## config.mk

```make
export PLATFORM = sky130hd
export DESIGN_NAME = alu_pwr_seq
export DESIGN_NICKNAME = d
export VERILOG_FILES = /design/src/rtl/alu_pwr_seq.sv
export SDC_FILE = /design/constraint.sdc
export NUM_CORES = 1
export LEC_CHECK = 0
export CORE_AREA = 4 4 65 127
export DETAILED_ROUTE_END_ITERATION = 12
export DIE_AREA = 0 0 69 131
export MAX_ROUTING_LAYER = met4
export PLACE_DENSITY = 0.69
export SETUP_SLACK_MARGIN = 0.1
export SLEW_MARGIN = 20
export SYNTH_ARGS = -nofsm -noshare
export SYNTH_HDL_FRONTEND = slang
export SYNTH_SLANG_ARGS = --single-unit
```

## constraint.sdc

```tcl
create_clock -name clk -period 3.56 [get_ports clk]
set_input_delay 0.534 -clock clk [delete_from_list [all_inputs] [get_ports clk]]
set_output_delay 0.534 -clock clk [all_outputs]
set_load 0.02 [all_outputs]
```

## src/rtl/alu_pwr_seq.sv

```systemverilog
// Power sequencer for the power-gated ALU: orders power-switch and isolation
// control, captures the clamp value on shutdown and gates operation starts.
module alu_pwr_seq #(
  parameter int          ISO_DLY      = 2,
  parameter int          PWR_DLY      = 3,
  parameter logic [15:0] IDLE_TIMEOUT = 16'd16,
  parameter bit          AUTO_WAKE    = 1'b1
) (
  input  logic        clk,
  input  logic        rst_n,
  input  logic        sleep_req,
  input  logic        wake_req,
  input  logic        start_in,
  input  logic        alu_busy,
  input  logic [15:0] alu_result,
  output logic        alu_pwr_en,
  output logic        iso_en,
  output logic [15:0] clamp_value,
  output logic        start_out,
  output logic        start_drop,
  output logic        ready,
  output logic [1:0]  pwr_state
);

  typedef enum logic [1:0] {
    ST_OFF    = 2'd0,
    ST_PWR_UP = 2'd1,
    ST_ON     = 2'd2,
    ST_ISO_ON = 2'd3
  } state_t;

  localparam logic [15:0] ISO_LOAD = 16'(ISO_DLY - 1);
  localparam logic [15:0] PWR_LOAD = 16'(PWR_DLY - 1);

  state_t      state;
  logic [15:0] dly_cnt;
  logic [15:0] idle_cnt;

  logic is_on;
  logic idle_cycle;
  logic timed_out;
  logic sleep_cond;
  logic wake_cond;

  assign is_on      = (state == ST_ON);
  assign idle_cycle = !start_in && !alu_busy && !wake_req;
  assign timed_out  = (IDLE_TIMEOUT != 16'd0) && (idle_cnt == IDLE_TIMEOUT);
  // Wake, start and a busy ALU all veto sleep, so sleep needs a fully idle cycle.
  assign sleep_cond = (sleep_req || timed_out) && idle_cycle;
  assign wake_cond  = wake_req || (AUTO_WAKE && start_in);

  assign start_out  = start_in && is_on;
  assign start_drop = start_in && !is_on;
  assign ready      = is_on;
  assign pwr_state  = state;

  always_ff @(posedge clk or negedge rst_n) begin
    if (!rst_n) begin
      state       <= ST_OFF;
      alu_pwr_en  <= 1'b0;
      iso_en      <= 1'b1;
      clamp_value <= 16'd0;
      dly_cnt     <= 16'd0;
      idle_cnt    <= 16'd0;
    end else begin
      case (state)
        ST_OFF: begin
          if (wake_cond) begin
            state      <= ST_PWR_UP;
            alu_pwr_en <= 1'b1;
            dly_cnt    <= PWR_LOAD;
          end
        end
        ST_PWR_UP: begin
          if (dly_cnt == 16'd0) begin
            state    <= ST_ON;
            iso_en   <= 1'b0;
            idle_cnt <= 16'd0;
          end else begin
            dly_cnt <= dly_cnt - 16'd1;
          end
        end
        ST_ON: begin
          if (sleep_cond) begin
            state       <= ST_ISO_ON;
            iso_en      <= 1'b1;
            clamp_value <= alu_result;
            dly_cnt     <= ISO_LOAD;
            idle_cnt    <= 16'd0;
          end else if (!idle_cycle) begin
            idle_cnt <= 16'd0;
          end else if (idle_cnt != IDLE_TIMEOUT) begin
            idle_cnt <= idle_cnt + 16'd1;
          end
        end
        ST_ISO_ON: begin
          // Power is removed only after isolation has been held for ISO_DLY cycles.
          if (dly_cnt == 16'd0) begin
            state      <= ST_OFF;
            alu_pwr_en <= 1'b0;
          end else begin
            dly_cnt <= dly_cnt - 16'd1;
          end
        end
        default: begin
          state      <= ST_OFF;
          alu_pwr_en <= 1'b0;
          iso_en     <= 1'b1;
        end
      endcase
    end
  end

endmodule

```

# After elaboration in Yosys (flattened, before gate mapping)
# Cells that the tools add are included.
[word_totals]
reg_bits = 52
in_bits = 22
out_inout_bits = 23
word_cells = 60
[classes]
addsub = 2
n_eq_ne = 11
n_mux = 19
n_reduce_logical = 22
[ops]
columns = ["operator", "n"]
rows = [
  ["$mux W16", 7],
  ["$pmux W16 S3", 1],
  ["$pmux W16 S2", 1],
  ["$add A16 B1 Y16 const B", 1],
  ["$eq A16 B5 Y1 const B", 1],
  ["$logic_not A16 Y1", 1],
  ["$ne A16 B5 Y1 const B", 1],
  ["$sub A16 B1 Y16 const B", 1],
  ["$reduce_and A3 Y1", 4],
  ["$mux W2", 4],
  ["$ne A2 B2 Y1 const B", 4],
  ["$pmux W2 S4", 1],
  ["$logic_and A1 B1 Y1", 5],
  ["$eq A2 B2 Y1 const B", 2],
  ["$logic_not A1 Y1", 4],
  ["$ne A4 B2 Y1 const B", 1],
  ["$pmux W1 S2", 2],
  ["$reduce_and A4 Y1", 1],
  ["$reduce_bool A2 Y1", 2],
  ["$mux W1", 3],
  ["$eq A2 B1 Y1 const B", 1],
  ["$logic_not A2 Y1", 1],
  ["$logic_or A1 B1 Y1", 2],
  ["$ne A2 B1 Y1 const B", 1],
  ["2 further kinds", 2],
]

# Logic depth before layout (Yosys ltp)
# Gate-level depths: netlist of run 1.
[depth]
ltp_word = 6
mapped_depth = 9
depth_no_buf = 7

# Least setup slack after synthesis of run 1
# Ideal clock, no wire load.
[synth_path]
kind = "register to register"
start = "register idle_cnt[5]"
end = "register clamp_value[0]"
setup_time_ns = 0.125
arrival_time_ns = 2.352
required_ns = 3.435
slack_ns = 1.083
path_stages_with_launch = 7
n_path_buf = 1
period_less_slack_ns = 2.477
path_cell_list = "dfrtp_1 -> or4b_1 -> o41ai_2 -> nand2_1 -> nor2_2 -> buf_4 -> mux2_2"
[synth_between]
elab_chain_len = 4
[synth_lines]
columns = ["element", "line_no", "text"]
rows = [
  ["start, declared", "37", "logic [15:0] idle_cnt;"],
  ["start signal, assigned", "93", "idle_cnt <= idle_cnt + 16'd1;"],
  ["$eq A16 B5 Y1", "47", "assign timed_out = (IDLE_TIMEOUT != 16'd0) && (idle_cnt == IDLE_TIMEOUT);"],
  ["$logic_or A1 B1 Y1", "49", "assign sleep_cond = (sleep_req || timed_out) && idle_cycle;"],
  ["$logic_and A1 B1 Y1", "49", ""],
  ["$reduce_and A2 Y1 (no line)", "-", ""],
  ["end signal, assigned", "87", "clamp_value <= alu_result;"],
  ["end, declared", "18", "output logic [15:0] clamp_value,"],
]
# Every way passes these cells.
# A chain may end at the register's enable or synchronous reset.

# Final worst setup path of run 1
[layout_path]
start = "register dly_cnt[0]"
end = "register dly_cnt[1]"
[layout_between]
elab_chain_len = 3
word_cells_on_any_way = 6
cone_classes = "add/sub (1); eq/ne (1); mux (2); reduce/logical (2)"
[layout_lines]
columns = ["element", "line_no", "text"]
rows = [
  ["start, declared", "36", "logic [15:0] dly_cnt;"],
  ["start signal, assigned", "80", "dly_cnt <= dly_cnt - 16'd1;"],
  ["start signal, assigned", "102", "dly_cnt <= dly_cnt - 16'd1;"],
  ["$sub A16 B1 Y16 or $logic_not A16 Y1 (tied branches)", "-", ""],
  ["$mux W16 or $ne A2 B2 Y1 (tied branches)", "-", ""],
  ["$pmux W16 S3 or $reduce_and A3 Y1 (tied branches)", "-", ""],
]
# Several ways; a longest one is shown, not always the timed one. The select of a mux whose other input is x is not followed.

==> results, run 1 <==
- Once the clock tree was built, the setup fixing pass inserted 0 buffers.
- The total number of nets in the final design is 362.
- The pin count of the biggest net entering global routing is 35.
- The share of async-settable or async-resettable flops after synthesis is 100%.
- 45 I/O pins were placed.
- The area enclosed by the die boundary is 9040 um^2.
- Summing the sequential cell areas from Yosys gives 45.7% of the chip area.
- The count of endpoints failing hold in the final timing report is 0.
- Ranked by total cell area, the synthesized netlist is headed by sky130_fd_sc_hd__dfrtp_1, sky130_fd_sc_hd__mux2_2, sky130_fd_sc_hd__o31ai_1.
- In this run the static leakage power is between 1 and 1.5 nW.
- After floorplanning, the core was divided into 44 placement rows.
- The worst path uses about four fifths of the clock period.
- In this run the power density over the cells is 808 nW/um^2.
- Setup repair after global routing left no endpoint under its margin.
- For this run, design rule violations remaining after detail routing come to 0.
- The TritonCTS clock tree is built.
- The number of clock buffers inserted by TritonCTS is 5.
- The number of failing setup endpoints in the final timing report is 0.
- The die outline height is 131 um.
- In the final routed layout, each cell accounts on average for 16.9 um.
- After synthesis, the netlist uses 44 different library cells.
- The final estimated routing congestion in global placement is 0.897.
- The critical path goes through inv_1 -> ha_1 -> or3b_2 -> nor4_4 -> and3b_1 -> or2_2 -> mux2_2.
- The number of antenna violations at the first check in global routing is 0.
- The average instance in the mapped netlist occupies 9.86 um^2.
- Derived from the worst setup path, the maximum achievable clock frequency is roughly 0.35 GHz.
- The post-CTS clock slew at the launch and capture registers of the worst setup and hold paths is 0.07 ns.
- The synthesized net count is approximately 320.
- The via count of the first global-routing pass is 2489.
- Counting tap cells, the placed design contains a total of 417 instances.
- The initial utilization of the core area, before any placement, comes to 39.2%.
- Summed over all nets, the half-perimeter wirelength after detailed placement is 5280 um.
- Across the run, the number of max-cap violations was 0.
- The detailed router finished its first iteration with roughly 160 violations.
- The area overhead of the layout relative to synthesis is 23.6%.
- The design internal power is 0.00164 W.
- The fraction of post-synthesis cell area in the top cell type by area is 44.8%.
- CTS built an H-tree with a depth of 2.
- CTS saw 52 sinks.
- Sequential cells account for a little under a third of the total power.
- In the global route stage, overall resource usage came out at 17.2%.
- The global-route wire length before repair is 12100 um.
- For this design the total switching power over the nets is 0.00120 W.
- The type of element capturing the critical path is a flop.
- At the worst endpoint, the required time is 3.74 ns.
- After the flow finishes, the layout carries non-filler instances totaling about 430.
- The first detailed-routing pass took 4 iterations.
- Yosys mapped a number of flops with a built-in enable equal to 0.
- The normalized max-slew margin is 46.2%.
- The die is 69 um wide.
- STA classifies the critical path startpoint as a flop.
- Wires add up to 7200 um.
- The area of the placeable core is 7270 um^2.
- The slack of the critical path is 0.699 ns.
- The path class of the lowest-slack min-delay path is in2async.
- The largest fanout on the critical path is 13.
- The critical setup path kind is reg2reg.
- The post-detailed-route via-to-cell ratio is about 5.7.
- The count of buffers added on input and output ports is 44.
- Global routing finished with a remaining overflow of 0.
- The worst-path cell with the longest stage delay is sky130_fd_sc_hd__and3b_1.
- In this design, the stage delay of the slowest critical-path cell is 0.53 ns.
- The share of layout cells above drive strength 1 is 13.8%.
- The worst-margin pin slew is 0.800 ns.
- The final sum of negative setup slack is 0 ns.
- The later pin in the worst-skew pair is clocked with a latency of 0.30 ns.
- The clock tree buffer depth is 2.
- The tree is rooted in a sky130_fd_sc_hd__clkbuf_16.
- In the synthesized netlist, the number of instances is 289.
- The flow ran to the end, and the final reports show no timing, DRC or antenna violations.
- The dominant synthesized flop cell is sky130_fd_sc_hd__dfrtp_1.
- The count of state elements after synthesis is 52.
- On the final layout, the worst clock skew is just under 0.006 ns.
- For this run, the number of Yosys warnings is 0.
- The worst path in the final design needs a cycle of 2.86 ns, including I/O delays and setup.
- Summing all non-filler instances in the final layout gives an area of 3520 um^2.
- The via count of the routed design is 2440.
- Of the total power, the share spent switching nets is around 42%.
- The number of max-slew violations in the final report came to 0.
- The data arrival time at the worst-slack endpoint is 3.04 ns.
- OpenSTA, run right after detailed placement, puts the worst setup slack at around 0.59 ns.
- After detailed placement, the total cell area comes to ~3400 um^2.
- The clock power share is ~17%.
- The number of gates given a new drive strength after cts is 0.
- The worst-case IR drop observed on VDD is 511 uV.
- In this run the remaining antenna-violating nets after routing total 0.
- The number of antenna diodes in the final layout is 0.
- The post-synthesis cell area is 2850 um^2.
- The cts-stage hold buffer count is 0.
- The combinational fraction of design power is 51.2%.
- The filler cells instantiated in the layout total 691.
- sky130_fd_sc_hd__dfrtp_1 takes more of the synthesized area than any other cell.
area by class of cell:
type                    instances  area [um^2]  share of cell area (%)
multi-input cells             211         1440                    40.8
flip-flops and latches         52         1300                    37.0
repair buffers                 49          473                    13.4
clock buffers                   5          125                    3.55
well taps                      92          115                    3.27
inverters                      13         48.8                    1.39
clock inverters                 3         18.8                   0.533
flip-flops by register name (all words and copies together), names as in the netlist:
name and cells:
clamp_value 16, dly_cnt 16, idle_cnt 16, pwr_state 2, alu_pwr_en 1, iso_en 1
kinds of logic after synthesis:
logic type | count (synthesis) | synth area share, %
buffers and inverters | 26 | 3.82
DFF | 52 | 45.7
adders and majority gates | 8 | 3.51
muxes | 18 | 7.11
and+or+nand+nor | 105 | 20.6
AOI/OAI and AO/OA | 80 | 19.3
worst max-delay path, delay by kind of cell (launching register included):
family,cells,cell delay [ns]
simple gates,4,1.75
flops,1,0.41
mux,1,0.33
fa+ha+maj,1,0.19
buf+inv,1,0.07
Yosys cell counts (3+ instances only):
| cell | n |
|---|---|
| sky130_fd_sc_hd__dfrtp_1 | 51 |
| sky130_fd_sc_hd__o21ai_0 | 27 |
| sky130_fd_sc_hd__o31ai_1 | 21 |
| sky130_fd_sc_hd__nor2_1 | 20 |
| sky130_fd_sc_hd__nand2_1 | 19 |
| sky130_fd_sc_hd__mux2_2 | 18 |
| sky130_fd_sc_hd__inv_1 | 13 |
| sky130_fd_sc_hd__a21oi_1 | 11 |
| sky130_fd_sc_hd__clkbuf_1 | 11 |
| sky130_fd_sc_hd__nor3_1 | 11 |
| sky130_fd_sc_hd__ha_1 | 8 |
| sky130_fd_sc_hd__nand3_1 | 8 |
| sky130_fd_sc_hd__nor4_1 | 7 |
| sky130_fd_sc_hd__nand2b_1 | 6 |
| sky130_fd_sc_hd__or3_1 | 6 |
| sky130_fd_sc_hd__nor3b_1 | 5 |
| sky130_fd_sc_hd__o41ai_1 | 5 |
| sky130_fd_sc_hd__nand4_1 | 4 |
| sky130_fd_sc_hd__nor2b_1 | 4 |
| sky130_fd_sc_hd__o21ai_1 | 3 |
| sky130_fd_sc_hd__or2_2 | 3 |
power by group through the flow:
stage          Sequential (W)  Clock (W)  Combinational, W
2_1_floorplan         0.00101          0          0.000863
3_3_place_gp         0.000909          0           0.00143
3_5_place_dp         0.000916          0           0.00146
4_1_cts              0.000906   0.000496           0.00146
5_1_grt              0.000933   0.000522           0.00159
6_report             0.000906   0.000483           0.00146
per-stage QoR:
stage | total power [W] | hold WS [ns] | util, %
2_1_floorplan | 0.00188 | 0.238 | -
3_3_place_gp | 0.00234 | 0.489 | 46.5
3_5_place_dp | 0.00237 | 0.495 | 46.5
4_1_cts | 0.00286 | 0.357 | 48.5
5_1_grt | 0.00304 | 0.391 | 48.5
6_report | 0.00285 | 0.330 | 48.5
layout by cell type, fill, tap and decap left out, types with 2 or more instances in the layout:
cell / instances
sky130_fd_sc_hd__a21oi_1: 11
sky130_fd_sc_hd__a31oi_1: 2
sky130_fd_sc_hd__buf_4: 5
sky130_fd_sc_hd__clkbuf_16: 5
sky130_fd_sc_hd__clkdlybuf4s50_1: 43
sky130_fd_sc_hd__clkinv_2: 2
sky130_fd_sc_hd__dfrtp_1: 51
sky130_fd_sc_hd__ha_1: 8
sky130_fd_sc_hd__inv_1: 13
sky130_fd_sc_hd__mux2_2: 18
sky130_fd_sc_hd__nand2_1: 19
sky130_fd_sc_hd__nand2b_1: 6
sky130_fd_sc_hd__nand3_1: 8
sky130_fd_sc_hd__nand4_1: 4
sky130_fd_sc_hd__nor2_1: 20
sky130_fd_sc_hd__nor2b_1: 4
sky130_fd_sc_hd__nor3_1: 11
sky130_fd_sc_hd__nor3b_1: 5
sky130_fd_sc_hd__nor4_1: 7
sky130_fd_sc_hd__o21ai_0: 27
sky130_fd_sc_hd__o21ai_1: 3
sky130_fd_sc_hd__o22ai_1: 2
sky130_fd_sc_hd__o31ai_1: 21
sky130_fd_sc_hd__o41ai_1: 5
sky130_fd_sc_hd__or2_2: 3
sky130_fd_sc_hd__or3_1: 6
sky130_fd_sc_hd__or3b_2: 2
sky130_fd_sc_hd__or4_1: 2
sky130_fd_sc_hd__or4_4: 2
routing by layer:
| layer | vias up | global-route usage [%] | routed length, um |
|---|---|---|---|
| met1 | 1224 | 16.7 | 2730 |
| met5 | - | - | 0 |
| met3 | 13 | 2.37 | 155 |
| met2 | 42 | 33.2 | 4120 |
| met4 | 0 | 7.83 | 189 |
| li1 | 1161 | - | - |
final timing paths:
kind | slack [ns] | end | startpoint | cells after the start
max | 0.70 | dly_cnt[1] | dly_cnt[0] | 7
max reg2reg | 0.70 | dly_cnt[1] | dly_cnt[0] | 7
max in group asynchronous | 2.42 | iso_en | rst_n | 2
min reg2reg | 0.51 | clamp_value[6] | clamp_value[6] | 1
min in group clk | 0.51 | clamp_value[6] | clamp_value[6] | 1
min | 0.33 | alu_pwr_en | rst_n | 1
Power figures use the tool's default switching activity.
==> inputs of run 2 (changes only) <==
--- a/config.mk
+++ b/config.mk
@@ -9,7 +9,7 @@
 export DETAILED_ROUTE_END_ITERATION = 12
 export DIE_AREA = 0 0 69 131
 export MAX_ROUTING_LAYER = met4
-export PLACE_DENSITY = 0.69
+export PLACE_DENSITY = 0.71
 export SETUP_SLACK_MARGIN = 0.1
 export SLEW_MARGIN = 20
 export SYNTH_ARGS = -nofsm -noshare
==> constraint.sdc (replaced) <==
create_clock -name clk -period 2.61 [get_ports clk]
set_input_delay 0.3915 -clock clk [delete_from_list [all_inputs] [get_ports clk]]
set_output_delay 0.3915 -clock clk [all_outputs]
set_load 0.02 [all_outputs]
==> results, run 2 (synthesis results as in run 1) <==
- STA puts the critical path data arrival time at about 2.7 ns.
- The pre-antenna-repair detailed-routing pass consisted of 5 iterations.
- The path class of the tightest hold or removal check is in2async.
- The post-CTS clock slew at the launch and capture registers of the worst setup and hold paths is 0.07 ns.
- In this run the cell area measured after placement is 3550 um^2.
- The largest voltage drop on the vdd net is 939 uV.
- At the worst endpoint, the required time is 2.82 ns.
- The critical setup path kind is reg2reg.
- Global routing used 17.8% of the available tracks.
- The DRC violation count after routing is 0.
- The initial DRC count is between 80 and 90.
- The longest individual stage delay on the worst path is 0.58 ns.
- The starting density of the core is 39.2%.
- At the pin with the least slew margin, the transition time is 0.736 ns.
- The normalized max-slew margin is between 50% and 60%.
- The smallest clock period supported by the final layout is computed as 2.49 ns.
- The pin count of the biggest net entering global routing is 23.
- The library cell used most frequently in the layout, excluding fill and tap cells, is sky130_fd_sc_hd__dfrtp_1.
- The post-detailed-route via-to-cell ratio is 5.67.
- For this design the ratio of total power to cell area is between 1000 and 1500 nW/um^2.
- The clock tree buffer depth is 2.
- The final sum of negative setup slack is 0 ns.
- At the end of routability-driven placement, the weighted congestion stood at 0.904.
- Summing over every cut layer, the via total after detailed routing is 2539.
- The setup skew after layout is 0.00565 ns.
- The number of antenna violations at the first check in global routing came to 0.
- Along the worst path, the maximum fanout reaches 7.
- The TritonCTS clock tree is built.
- In this run the number of H-tree levels came out at 2.
- Setup violations remaining at the end of the flow were counted as 0.
- Setup repair after global routing could not meet its margin everywhere.
- The region available for standard cell placement spans 7270 um^2.
- The share of layout cells above drive strength 1 is 20.8%.
- The count of buffering cells on the critical path with inverters included is 0.
- STA classifies the critical path endpoint as a flop.
- After floorplanning, the core was divided into 44 placement rows.
- The number of max-capacitance violations reported is 0.
- The count of endpoints failing hold in the final timing report came to 0.
- The standby leakage power is 1.56 nW.
- The total overflow reported by the global router is 0.
- After layout, the worst path uses 95.4% of the clock period.
- For this design, the slowest cell found on the critical path is sky130_fd_sc_hd__or4_4.
- The via count of the first global-routing pass is 2663.
- The total wire length is between 7000 and 8000 um.
- The clock latency at the later pin of the worst-skew pair is 0.30 ns.
- The final layout contains 385 nets.
- The count of buffers added on input and output ports is 44.
- Derived from the worst setup path, the maximum achievable clock frequency is 0.402 GHz.
- Buffers inserted to repair hold after CTS numbered 0.
- Summed over all nets, the half-perimeter wirelength after detailed placement is approximately 5600 um.
- The count of clock tree sinks is between 50 and 60.
- The die outline height is around 130 um.
- In the layout the commonest cells are sky130_fd_sc_hd__dfrtp_1, sky130_fd_sc_hd__clkdlybuf4s50_1, sky130_fd_sc_hd__o21ai_0.
- Among cell families on the critical path, the largest total delay comes from simple AND/OR/NAND/NOR gates.
- The antenna violation net count after detailed routing is 0.
- The number of diodes is 0.
- The number of clock buffers inserted by TritonCTS is 5.
- The final instance area is ~3800 um^2.
- The die boundary width is 69 um.
- The post-detailed-route wirelength per cell is 17.1 um.
- The layout has 682 filler cells.
- The first global-routing pass estimated approximately 12000 um of wire.
- The die covers between 9000 and 10000 um^2.
- The critical path goes through or4_4 -> o41ai_4 -> o211ai_4 -> or3_2 -> o31ai_1.
- The largest registers in the layout are clamp_value x16, dly_cnt x16, idle_cnt x16.
- The number of max-slew violations in the final report was 0.
- The kind of start point of the critical path is a flop.
- The run finished with clean final reports.
- The cell sitting at the root of the clock tree is a sky130_fd_sc_hd__clkbuf_16.
- For this design the top-level I/O count stands at 45.
- From synthesis to final layout, the design area changed by 31.8%.
==> run 2: layout make-up <==
class                      count  area (um^2)  share of cell area, %
sequential                    52         1300                   34.7
tap                           92          115                   3.07
clock buffer                   5          125                   3.33
inverter                      13         48.8                   1.30
timing repair buffer          71          651                   17.3
multi-input combinational    212         1490                   39.7
clock inverter                 3         22.5                  0.600
==> run 2: routing by layer <==
layer	vias up	wire length, um	track usage (%)
li1	1207	-	-
met1	1262	2720	16.6
met2	48	4490	34.6
met3	22	197	2.68
met4	0	264	9.21
met5	-	0	-
==> run 2: stage by stage <==
stage                     setup slack, ns  hold WS (ns)  util [%]  total power (W)  cells
after detailed placement           0.0559         0.415      48.8          0.00334    438
after global placement              0.125         0.417      48.8          0.00330    438
final                               0.120        0.0791      51.7          0.00410    448
after floorplan                     0.133        0.0959         -          0.00256    289
after global routing               0.0322         0.107      51.7          0.00439    448
after CTS                           0.126        0.0948      50.9          0.00403    446
==> run 2: worst paths after layout <==
path,startpoint,slack [ns],cells past startpoint,endpoint
max in group asynchronous,rst_n,1.78,2,iso_en
setup / recovery,idle_cnt[8],0.12,5,dly_cnt[6]
hold / removal,rst_n,0.08,1,idle_cnt[10]
setup reg to reg,idle_cnt[8],0.12,5,dly_cnt[6]
hold reg to reg,dly_cnt[15],0.49,1,dly_cnt[15]
min in group clk,dly_cnt[15],0.49,1,dly_cnt[15]
==> run 2: repair_timing <==
action / in CTS / in global routing
setup endpoints to repair: 4 / 27
cloned: 0 / 1
buffers inserted: 0 / 1
pin swaps: 0 / 1
resized for setup: 2 / 6
hold endpoints to repair: 0 / 0
==> run 2: report_power, final <==
part,internal [W],switching (W)
Combinational,0.000984,0.00121
Sequential,0.00104,0.000191
Clock,0.000359,0.000314
Total,0.00238,0.00171
